File: config.mk
export PLATFORM = sky130hd
export DESIGN_NAME = evolved_circuit_sweeper_flat
export DESIGN_NICKNAME = d
export VERILOG_FILES = /design/src/rtl/sweeper_pkg.sv /design/src/rtl/evolved_circuit_sweeper_if.sv /design/src/rtl/sync2.sv /design/src/rtl/evolved_circuit_sweeper.sv /design/src/flat_wrapper.sv
export SDC_FILE = /design/constraint.sdc
export NUM_CORES = 1
export LEC_CHECK = 0
export BUFFER_PORTS_ARGS = -buffer_cell sky130_fd_sc_hd__buf_2
export CAP_MARGIN = 20
export CORE_ASPECT_RATIO = 0.75
export CORE_MARGIN = 2
export CORE_UTILIZATION = 54
export DETAILED_ROUTE_END_ITERATION = 10
export PLACE_DENSITY = 0.81
export RECOVER_POWER = 25
export SYNTH_ARGS = -nofsm -noshare
export SYNTH_HDL_FRONTEND = slang
export SYNTH_HIERARCHICAL = 1
export SYNTH_SLANG_ARGS = --single-unit
File: constraint.sdc
create_clock -name CLOCK_50 -period 2.9 [get_ports CLOCK_50]
set_input_delay 0.435 -clock CLOCK_50 [delete_from_list [all_inputs] [get_ports CLOCK_50]]
set_output_delay 0.435 -clock CLOCK_50 [all_outputs]
set_load 0.02 [all_outputs]
File: src/rtl/sweeper_pkg.sv
`default_nettype none
// ---------------------------------------------------------------------------
// sweeper_pkg : shared types and constants for the evolved-circuit sweeper
// Rev 1.0
// ---------------------------------------------------------------------------
package sweeper_pkg;

  localparam int VEC_W             = 5;
  localparam int NUM_VEC           = 32;
  localparam int DEF_SETTLE_CYCLES = 4;

  typedef enum logic [1:0] {
    ST_IDLE   = 2'd0,
    ST_WAIT   = 2'd1,
    ST_SAMPLE = 2'd2,
    ST_DONE   = 2'd3
  } state_t;

  function automatic logic [VEC_W-1:0] bin2gray(input logic [VEC_W-1:0] b);
    return b ^ (b >> 1);
  endfunction

endpackage
`default_nettype wire

File: src/rtl/evolved_circuit_sweeper_if.sv
`default_nettype none
// ---------------------------------------------------------------------------
// evolved_circuit_sweeper_if : control, stimulus and result signals of the sweeper
// Rev 1.0
// ---------------------------------------------------------------------------
interface evolved_circuit_sweeper_if;
  import sweeper_pkg::*;

  logic                 start;
  logic [VEC_W-1:0]     sel_in;
  logic [NUM_VEC-1:0]   expected;
  logic                 resp_in;
  logic [2*VEC_W-1:0]   stim;
  logic                 busy;
  logic                 done;
  logic [NUM_VEC-1:0]   truth;
  logic                 pass;

  modport master (
    output start, sel_in, expected, resp_in,
    input  stim, busy, done, truth, pass
  );

  modport slave (
    input  start, sel_in, expected, resp_in,
    output stim, busy, done, truth, pass
  );

endinterface
`default_nettype wire

File: src/rtl/sync2.sv
`default_nettype none
// ---------------------------------------------------------------------------
// sync2 : two-flop synchroniser with asynchronous active-low clear
// Rev 1.0
// ---------------------------------------------------------------------------
module sync2 (
  input  logic clk,
  input  logic rst_n,
  input  logic d,
  output logic q
);

  logic meta_q;
  logic sync_q;

  always_ff @(posedge clk or negedge rst_n) begin
    if (!rst_n) begin
      meta_q <= 1'b0;
      sync_q <= 1'b0;
    end else begin
      meta_q <= d;
      sync_q <= meta_q;
    end
  end

  assign q = sync_q;

endmodule
`default_nettype wire

File: src/rtl/evolved_circuit_sweeper.sv
`default_nettype none
// ---------------------------------------------------------------------------
// evolved_circuit_sweeper : drives all 32 input vectors onto the shared stimulus
// bus and captures the selected circuit's response as a truth table.  Rev 1.0
// ---------------------------------------------------------------------------
module evolved_circuit_sweeper
  import sweeper_pkg::*;
#(
  parameter int SETTLE_CYCLES = DEF_SETTLE_CYCLES,
  parameter bit GRAY_ORDER    = 1'b0
) (
  input  logic                    CLOCK_50,
  input  logic                    reset_n,
  evolved_circuit_sweeper_if.slave bus
);

  localparam int               CNT_W    = $clog2(SETTLE_CYCLES + 3);
  localparam logic [CNT_W-1:0] CNT_LAST = CNT_W'(SETTLE_CYCLES + 1);
  localparam logic [VEC_W-1:0] IDX_LAST = VEC_W'(NUM_VEC - 1);

  state_t               state_q, state_d;
  logic [CNT_W-1:0]     cnt_q, cnt_d;
  logic [VEC_W-1:0]     idx_q, idx_d;
  logic [2*VEC_W-1:0]   stim_q, stim_d;
  logic [NUM_VEC-1:0]   truth_q, truth_d;
  logic                 pass_q, pass_d;
  logic                 resp_sync;
  logic [VEC_W-1:0]     idx_nxt;

  function automatic logic [VEC_W-1:0] vec_of(input logic [VEC_W-1:0] k);
    return GRAY_ORDER ? bin2gray(k) : k;
  endfunction

  sync2 u_resp_sync (
    .clk   (CLOCK_50),
    .rst_n (reset_n),
    .d     (bus.resp_in),
    .q     (resp_sync)
  );

  assign idx_nxt = idx_q + 1'b1;

  always_comb begin
    state_d = state_q;
    cnt_d   = cnt_q;
    idx_d   = idx_q;
    stim_d  = stim_q;
    truth_d = truth_q;
    pass_d  = pass_q;
    unique case (state_q)
      ST_IDLE: begin
        if (bus.start) begin
          stim_d  = {bus.sel_in, vec_of('0)};
          idx_d   = '0;
          cnt_d   = '0;
          truth_d = '0;
          pass_d  = 1'b0;
          state_d = ST_WAIT;
        end
      end
      // Settle time plus two cycles for the response to cross the synchroniser
      ST_WAIT: begin
        if (cnt_q == CNT_LAST) begin
          state_d = ST_SAMPLE;
        end else begin
          cnt_d = cnt_q + 1'b1;
        end
      end
      ST_SAMPLE: begin
        truth_d[vec_of(idx_q)] = resp_sync;
        if (idx_q == IDX_LAST) begin
          pass_d  = (truth_d == bus.expected);
          state_d = ST_DONE;
        end else begin
          idx_d   = idx_nxt;
          stim_d  = {stim_q[2*VEC_W-1:VEC_W], vec_of(idx_nxt)};
          cnt_d   = '0;
          state_d = ST_WAIT;
        end
      end
      ST_DONE: begin
        state_d = ST_IDLE;
      end
      default: begin
        state_d = ST_IDLE;
      end
    endcase
  end

  always_ff @(posedge CLOCK_50 or negedge reset_n) begin
    if (!reset_n) begin
      state_q <= ST_IDLE;
      cnt_q   <= '0;
      idx_q   <= '0;
      stim_q  <= '0;
      truth_q <= '0;
      pass_q  <= 1'b0;
    end else begin
      state_q <= state_d;
      cnt_q   <= cnt_d;
      idx_q   <= idx_d;
      stim_q  <= stim_d;
      truth_q <= truth_d;
      pass_q  <= pass_d;
    end
  end

  assign bus.stim  = stim_q;
  assign bus.truth = truth_q;
  assign bus.pass  = pass_q;
  assign bus.busy  = (state_q != ST_IDLE);
  assign bus.done  = (state_q == ST_DONE);

endmodule
`default_nettype wire

File: src/flat_wrapper.sv
// flat-port wrapper written by rule: the top's interface ports become plain ports
module evolved_circuit_sweeper_flat import sweeper_pkg::*;
#(
  parameter int SETTLE_CYCLES = DEF_SETTLE_CYCLES,
  parameter bit GRAY_ORDER    = 1'b0
)
  (CLOCK_50, reset_n, bus_start, bus_sel_in, bus_expected, bus_resp_in, bus_stim, bus_busy, bus_done, bus_truth, bus_pass);
  evolved_circuit_sweeper_if bus_i ();
  input  logic CLOCK_50;
  input  logic reset_n;
  input wire logic [$bits(bus_i.start)-1:0] bus_start;
  input wire logic [$bits(bus_i.sel_in)-1:0] bus_sel_in;
  input wire logic [$bits(bus_i.expected)-1:0] bus_expected;
  input wire logic [$bits(bus_i.resp_in)-1:0] bus_resp_in;
  output wire logic [$bits(bus_i.stim)-1:0] bus_stim;
  output wire logic [$bits(bus_i.busy)-1:0] bus_busy;
  output wire logic [$bits(bus_i.done)-1:0] bus_done;
  output wire logic [$bits(bus_i.truth)-1:0] bus_truth;
  output wire logic [$bits(bus_i.pass)-1:0] bus_pass;
  assign bus_i.start = bus_start;
  assign bus_i.sel_in = bus_sel_in;
  assign bus_i.expected = bus_expected;
  assign bus_i.resp_in = bus_resp_in;
  assign bus_stim = bus_i.stim;
  assign bus_busy = bus_i.busy;
  assign bus_done = bus_i.done;
  assign bus_truth = bus_i.truth;
  assign bus_pass = bus_i.pass;
  evolved_circuit_sweeper #(.SETTLE_CYCLES(SETTLE_CYCLES), .GRAY_ORDER(GRAY_ORDER)) u_core (.CLOCK_50(CLOCK_50), .reset_n(reset_n), .bus(bus_i));
endmodule
* Word-level counts from Yosys, hierarchy flattened
Index checks and enable logic that the tools add are counted.
** Storage, ports and cells
- Output and inout port bits :: 45
- Logic and storage cells :: 58
- Register bits :: 55
- Input port bits :: 41
** Cells by class
- Add/sub/neg operators :: 2
- Magnitude comparators :: 2
- Multiplexer cells :: 22
- Equality and inequality tests :: 11
- Bitwise logic cells :: 1
- Reductions and logical operators :: 11
** Operator list (number)
- one-hot mux 32 bit (2 select lines) :: 1
- bitwise mux 32 bit :: 1
- equality test 32 bit :: 1
- two-way mux 32 bit :: 1
- one-hot mux 10 bit (2 select lines) :: 1
- two-way mux 5 bit :: 3
- two-way mux 10 bit :: 1
- one-hot mux 5 bit (2 select lines) :: 1
- two-way mux 3 bit :: 3
- one-hot mux 3 bit (3 select lines) :: 1
- AND reduction 3 bit :: 3
- one-hot mux 2 bit (4 select lines) :: 1
- < comparator 5 x 6 -> 1 bit, second input constant :: 1
- two-way mux 2 bit :: 3
- != test 2 bit, second input constant :: 3
- adder 5 x 1 -> 5 bit, second input constant :: 1
- demux 1 bit (select 5 bit) :: 1
- equality test 5 bit, second input constant :: 1
- greater-or-equal comparator 5 x 1 -> 1 bit, second input constant :: 1
- equality test 2 bit, second input constant :: 2
- != test 2 x 1 -> 1 bit, second input constant :: 2
- AND reduction 2 bit :: 2
- AND reduction 4 bit :: 1
- nonzero test 2 bit :: 2
- 9 further kinds :: 11

* Logic depth before layout (Yosys ltp)
- Depth in word-level cells :: 8
- Gate-level depth with buffers :: 10
- Mapped depth without buffers :: 9

* Hierarchy
The synthesis kept the hierarchy.
** Modules (own cells, without submodules)
- evolved_circuit_sweeper :: cells each 396, instances 1, sequential area each 1201.2 sq um, area each 3433.3 sq um
- sync2 :: cells each 2, instances 1, sequential area each 50.0 sq um, area each 50.0 sq um

* Worst setup path before layout
No wires, ideal clock.
- Path type :: register to register
- From :: register u_core.idx_q[0]
- To :: register u_core.pass_q, in the netlist u_core/bus.pass
- Clock period less this slack :: 2.709 ns
- Required time :: 2.824 ns
- Library setup time :: 0.076 ns
- Buffers on the path :: 0
- Arrival time :: 2.633 ns
- Stages on the path, launching flop included :: 10
- Slack :: 0.191 ns
- Path through :: dfrtp_1 > inv_1 > ha_1 > nor4bb_1 > mux2i_1 > nor2_1 > a221oi_1 > o2111ai_1 > or4_1 > o21ai_1
** Between the ends
- Word-level cells in the longest chain between the ends :: 8
- Elaborated cells between the ends (all ways) :: 12
- Classes of those cells :: order compare (2); eq/ne (3); mux (5); reduce/logical (2)
** RTL lines
- from (decl) :: line evolved_circuit_sweeper.sv:23 : logic [VEC_W-1:0] idx_q, idx_d;
- from (signal assigned) :: line evolved_circuit_sweeper.sv:101 : idx_q <= idx_d;
- < comparator 5 x 6 -> 1 bit (not written as such) or greater-or-equal comparator 5 x 1 -> 1 bit (tied branches) :: line evolved_circuit_sweeper.sv:70 : truth_d[vec_of(idx_q)] = resp_sync;
- logical AND 1 bit (not written as such) :: line evolved_circuit_sweeper.sv:70
- two-way mux 1 bit (not written as such) :: line evolved_circuit_sweeper.sv:70
- demux 1 bit (select 5 bit)
- bitwise mux 32 bit :: line evolved_circuit_sweeper.sv:70
- equality test 32 bit :: line evolved_circuit_sweeper.sv:72 : pass_d = (truth_d == bus.expected);
- two-way mux 1 bit :: line evolved_circuit_sweeper.sv:71 : if (idx_q == IDX_LAST) begin
- one-hot mux 1 bit (2 select lines) :: line evolved_circuit_sweeper.sv:50 : unique case (state_q)
- to (signal assigned) :: line evolved_circuit_sweeper.sv:104 : pass_q <= pass_d;
- to (decl) :: line evolved_circuit_sweeper.sv:26 : logic pass_q, pass_d;
Several ways; a longest one is shown, not always the timed one. The select of a mux whose other input is x is not followed.
A chain may end at the register's enable or synchronous reset.

* Worst setup path in the final report
- From :: register u_core.idx_q[1]
- To :: register u_core.pass_q, in the netlist u_core/bus.pass
The elaborated chain is that of the path after synthesis.

==> impl_metrics.ini <==
[outcome]
run_status = complete, no violations

[place]
globalplace.congestion = 1.01
dp_hpwl_um = 7820
placed_area_um2 = 4040
buffer_ports.inserted = 85

[grt]
grt_max_degree = 37
grt_use_met3 = 0.0495
grt_pass1_vias = 3164
met2_usage = 0.433
grt_antenna_before_repair = 0
grtUsageTotal = 0.298
overflow = 0
first_pass_grt_wire_length_um = 16700
top_usage_layer = met1
grtUsageMet1 = 0.470

[floorplanning]
die_width_um = 96.7
die_area_um2 = 7120
chipHeight_um = 73.6
number_of_core_rows = 25
core_area_um2 = 6260
floorplan.initialDensity = 0.557
io-pin-count = 86

[clock_network]
inserted_clock_buffers = 5
clockBufferDepth = 2
clkLatencyLatePin_ps = 300
cts_sinks = 50
cts_root_buffer = clkbuf_8
postCtsHoldBufs = 0
cts_tree = built
cts_max_level = 2
post-cts-setup-buffers = 0
clkTransAtPathRegs_ps = 90

[layout]
post_route_cells_drive_above_1_share = 0.268
design_area_um2 = 4150
num_antenna_cells = 0
fin_util = 0.663
finalNetCount = 534
area_delta_synth_final_pct = 19.0

[sta]
worst_clock_skew_ps = 3.90
maxSlewViolCount = 0
finalSetupViolCount = 0
final.min_clock_period_ps = 2800
timing_hold_violations_final = 0
slew-limit-headroom = 0.221
worstMarginPinSlew_ps = 1170
fin_crit_sh = 0.964
clock.fmax_mhz = 358
rsz0062_at_grt = no

[route]
routed_wire_length_per_instance_um = 18.8
total_number_of_vias = 3534
drt_wl_total_um = 10700
drt-initial-drc-count = 434
drc = 0
postRouteAntennaNets = 0
drtPass1Iterations = 5
via_per_inst = 6.24

[synthesis]
synth-seq-area-share = 0.359
synth-main-ff-cell = dfrtp_1
synthesis.yosys.warnings = 6
synth_area_leader_cell = dfrtp_1
number_of_synthesized_register_bits = 50
synth_nets = 446
number_of_flops_mapped_to_enable_cells_by_yosys = 0
postSynth.asyncResetShare = 1.00
post_synth_main_area_contributors = dfrtp_1 (36%), o21ai_0 (6.6%), nand2_1 (6.6%)
post_synth.cell_area_avg_um2 = 8.75
yosys.cell_types.count = 59
yosys.area.top_type_share = 0.359
synth_cells = 398
synth_area_um2 = 3480

[worst_setup_path]
startpoint_type = register
crit_path_max_incr_delay_ps = 540
required_time_reported_for_the_critical_path_endpoint_ps = 3130
critPathSlowestCell = or4_4
crit_path_max_fanout = 8
worstPathArrival_ps = 3020
critPathCaptureType = register
crit_chain = inv_1, ha_2, and4bb_4, nor3b_1, or4_4, nor4_2, o2111ai_1, or4_1, o21ai_1
worst-setup-path-type = register to register

[pwr]
p_seq_frac = 0.569
pwr_density_cell_nw_per_um2 = 301
p_leak_nw = 1.90
peakVddDrop_mv = 0.229
intPower_uw = 942
p_clk_frac = 0.324
p_sw_uw = 304
comb_power_share = 0.107
sw_frac_of_total = 0.244

[run]
cap_violations = 0

[min_path]
worstHoldPathType = input port to register
[flip-flops by register name, indices dropped and copies added (netlist names)]
name	count
u_core/u_resp_sync/meta_q	1
u_core/u_resp_sync/q	1
u_core/idx_q	5
u_core/bus.pass	1
u_core/state_q	2
u_core/cnt_q	3
u_core/bus.stim	5
u_core/bus.truth	32
[cell families after synthesis]
kind of cell	synth area share
AO/OA/AOI/OAI	0.191
flip-flops	0.359
XOR/XNOR	0.0503
adder cells (fa/ha/maj)	0.0251
multiplexers	0.0463
AND/OR/NAND/NOR	0.273
buffers and inverters	0.0553
[worst paths after layout]
path | startpoint | endpoint | slack (ps) | depth (start not counted)
min in group asynchronous | reset_n | u_core/bus.truth[11] | 340 | 1
max in group asynchronous | reset_n | u_core/bus.truth[15] | 1210 | 2
worst max register to register | u_core/idx_q[1] | u_core/bus.pass | 100 | 9
worst min-delay path | bus_resp_in | u_core/u_resp_sync/meta_q | 240 | 1
worst min register to register | u_core/u_resp_sync/meta_q | u_core/u_resp_sync/q | 370 | 0
worst max-delay path | u_core/idx_q[1] | u_core/bus.pass | 100 | 9
[synthesized netlist by cell type (7+ instances only)]
| cell type | number |
|---|---|
| clkbuf_1 | 13 |
| inv_1 | 15 |
| buf_2 | 7 |
| nor2_1 | 17 |
| a22o_1 | 15 |
| nand2_1 | 61 |
| nand4_1 | 8 |
| dfrtp_1 | 50 |
| mux2i_1 | 15 |
| nand3_1 | 15 |
| o21ai_0 | 46 |
| xor2_1 | 15 |
| nor3b_1 | 12 |
| ha_1 | 7 |
| nand3b_1 | 9 |
[critical path, delay by kind of cell, from the launching register on]
kind,cells,cell delay (ps)
buf+inv,1,110
flops,1,450
compound gates,2,280
simple gates,5,1620
fa+ha+maj,1,280
[power by group through the flow]
stage          clock network [mW]  logic (mW)  registers [mW]
5_1_grt                     0.439       0.145           0.710
3_5_place_dp                    0       0.131           0.722
6_report                    0.403       0.134           0.709
2_1_floorplan                   0      0.0513           0.728
4_1_cts                     0.411       0.132           0.709
3_3_place_gp                    0       0.131           0.722
[through the flow]
| step | total power [mW] | setup TNS, ps | setup slack [ps] | instances | hold WS, ps |
|---|---|---|---|---|---|
| 2_1_floorplan | 0.779 | 0 | 191 | 398 | 139 |
| 3_3_place_gp | 0.853 | -94.2 | -94.2 | 560 | 339 |
| 3_5_place_dp | 0.854 | -86.8 | -86.8 | 560 | 342 |
| 4_1_cts | 1.25 | 0 | 64.2 | 566 | 101 |
| 5_1_grt | 1.29 | 0 | 17.9 | 566 | 224 |
| 6_report | 1.25 | 0 | 105 | 566 | 237 |
[placed cells by master (no fill, tap or decap), types with 3 or more instances in the layout]
| cell | instances |
|---|---|
| nand2b_1 | 4 |
| nand4b_1 | 4 |
| o2111ai_1 | 6 |
| xor2_1 | 15 |
| o21ai_0 | 46 |
| inv_1 | 15 |
| dfrtp_1 | 50 |
| o211ai_1 | 3 |
| nand3_1 | 15 |
| nor3b_1 | 12 |
| clkbuf_8 | 6 |
| nor2_1 | 17 |
| nand2_1 | 61 |
| and4bb_2 | 3 |
| buf_4 | 20 |
| ha_1 | 5 |
| a311oi_1 | 3 |
| nor2b_1 | 3 |
| a22o_1 | 15 |
| xnor2_1 | 5 |
| nand4_1 | 8 |
| mux2i_1 | 15 |
| nand3b_1 | 9 |
| buf_2 | 84 |
| o22ai_1 | 5 |
| nor3_1 | 6 |
| a21oi_1 | 3 |
[metal layers]
metal  routed length (µm)  up-vias
met3                 1080       14
met4                   95        0
met5                    0        -
met2                 4430      196
li1                     -     1632
met1                 5050     1692
[layout make-up]
cell class,count,area [µm²]
fillers,561,2110
multi-input cells,307,2070
flip-flops and latches,50,1250
repair buffers,106,579
well taps,81,101
clock buffers,6,82.6
inverters,16,60.1
[repair_timing]
action                     in CTS  in global routing
setup endpoints to repair       1                  1
pin swaps                       0                  0
gates resized for setup         2                  5
Note: power is estimated with default switching activity, not from simulation.
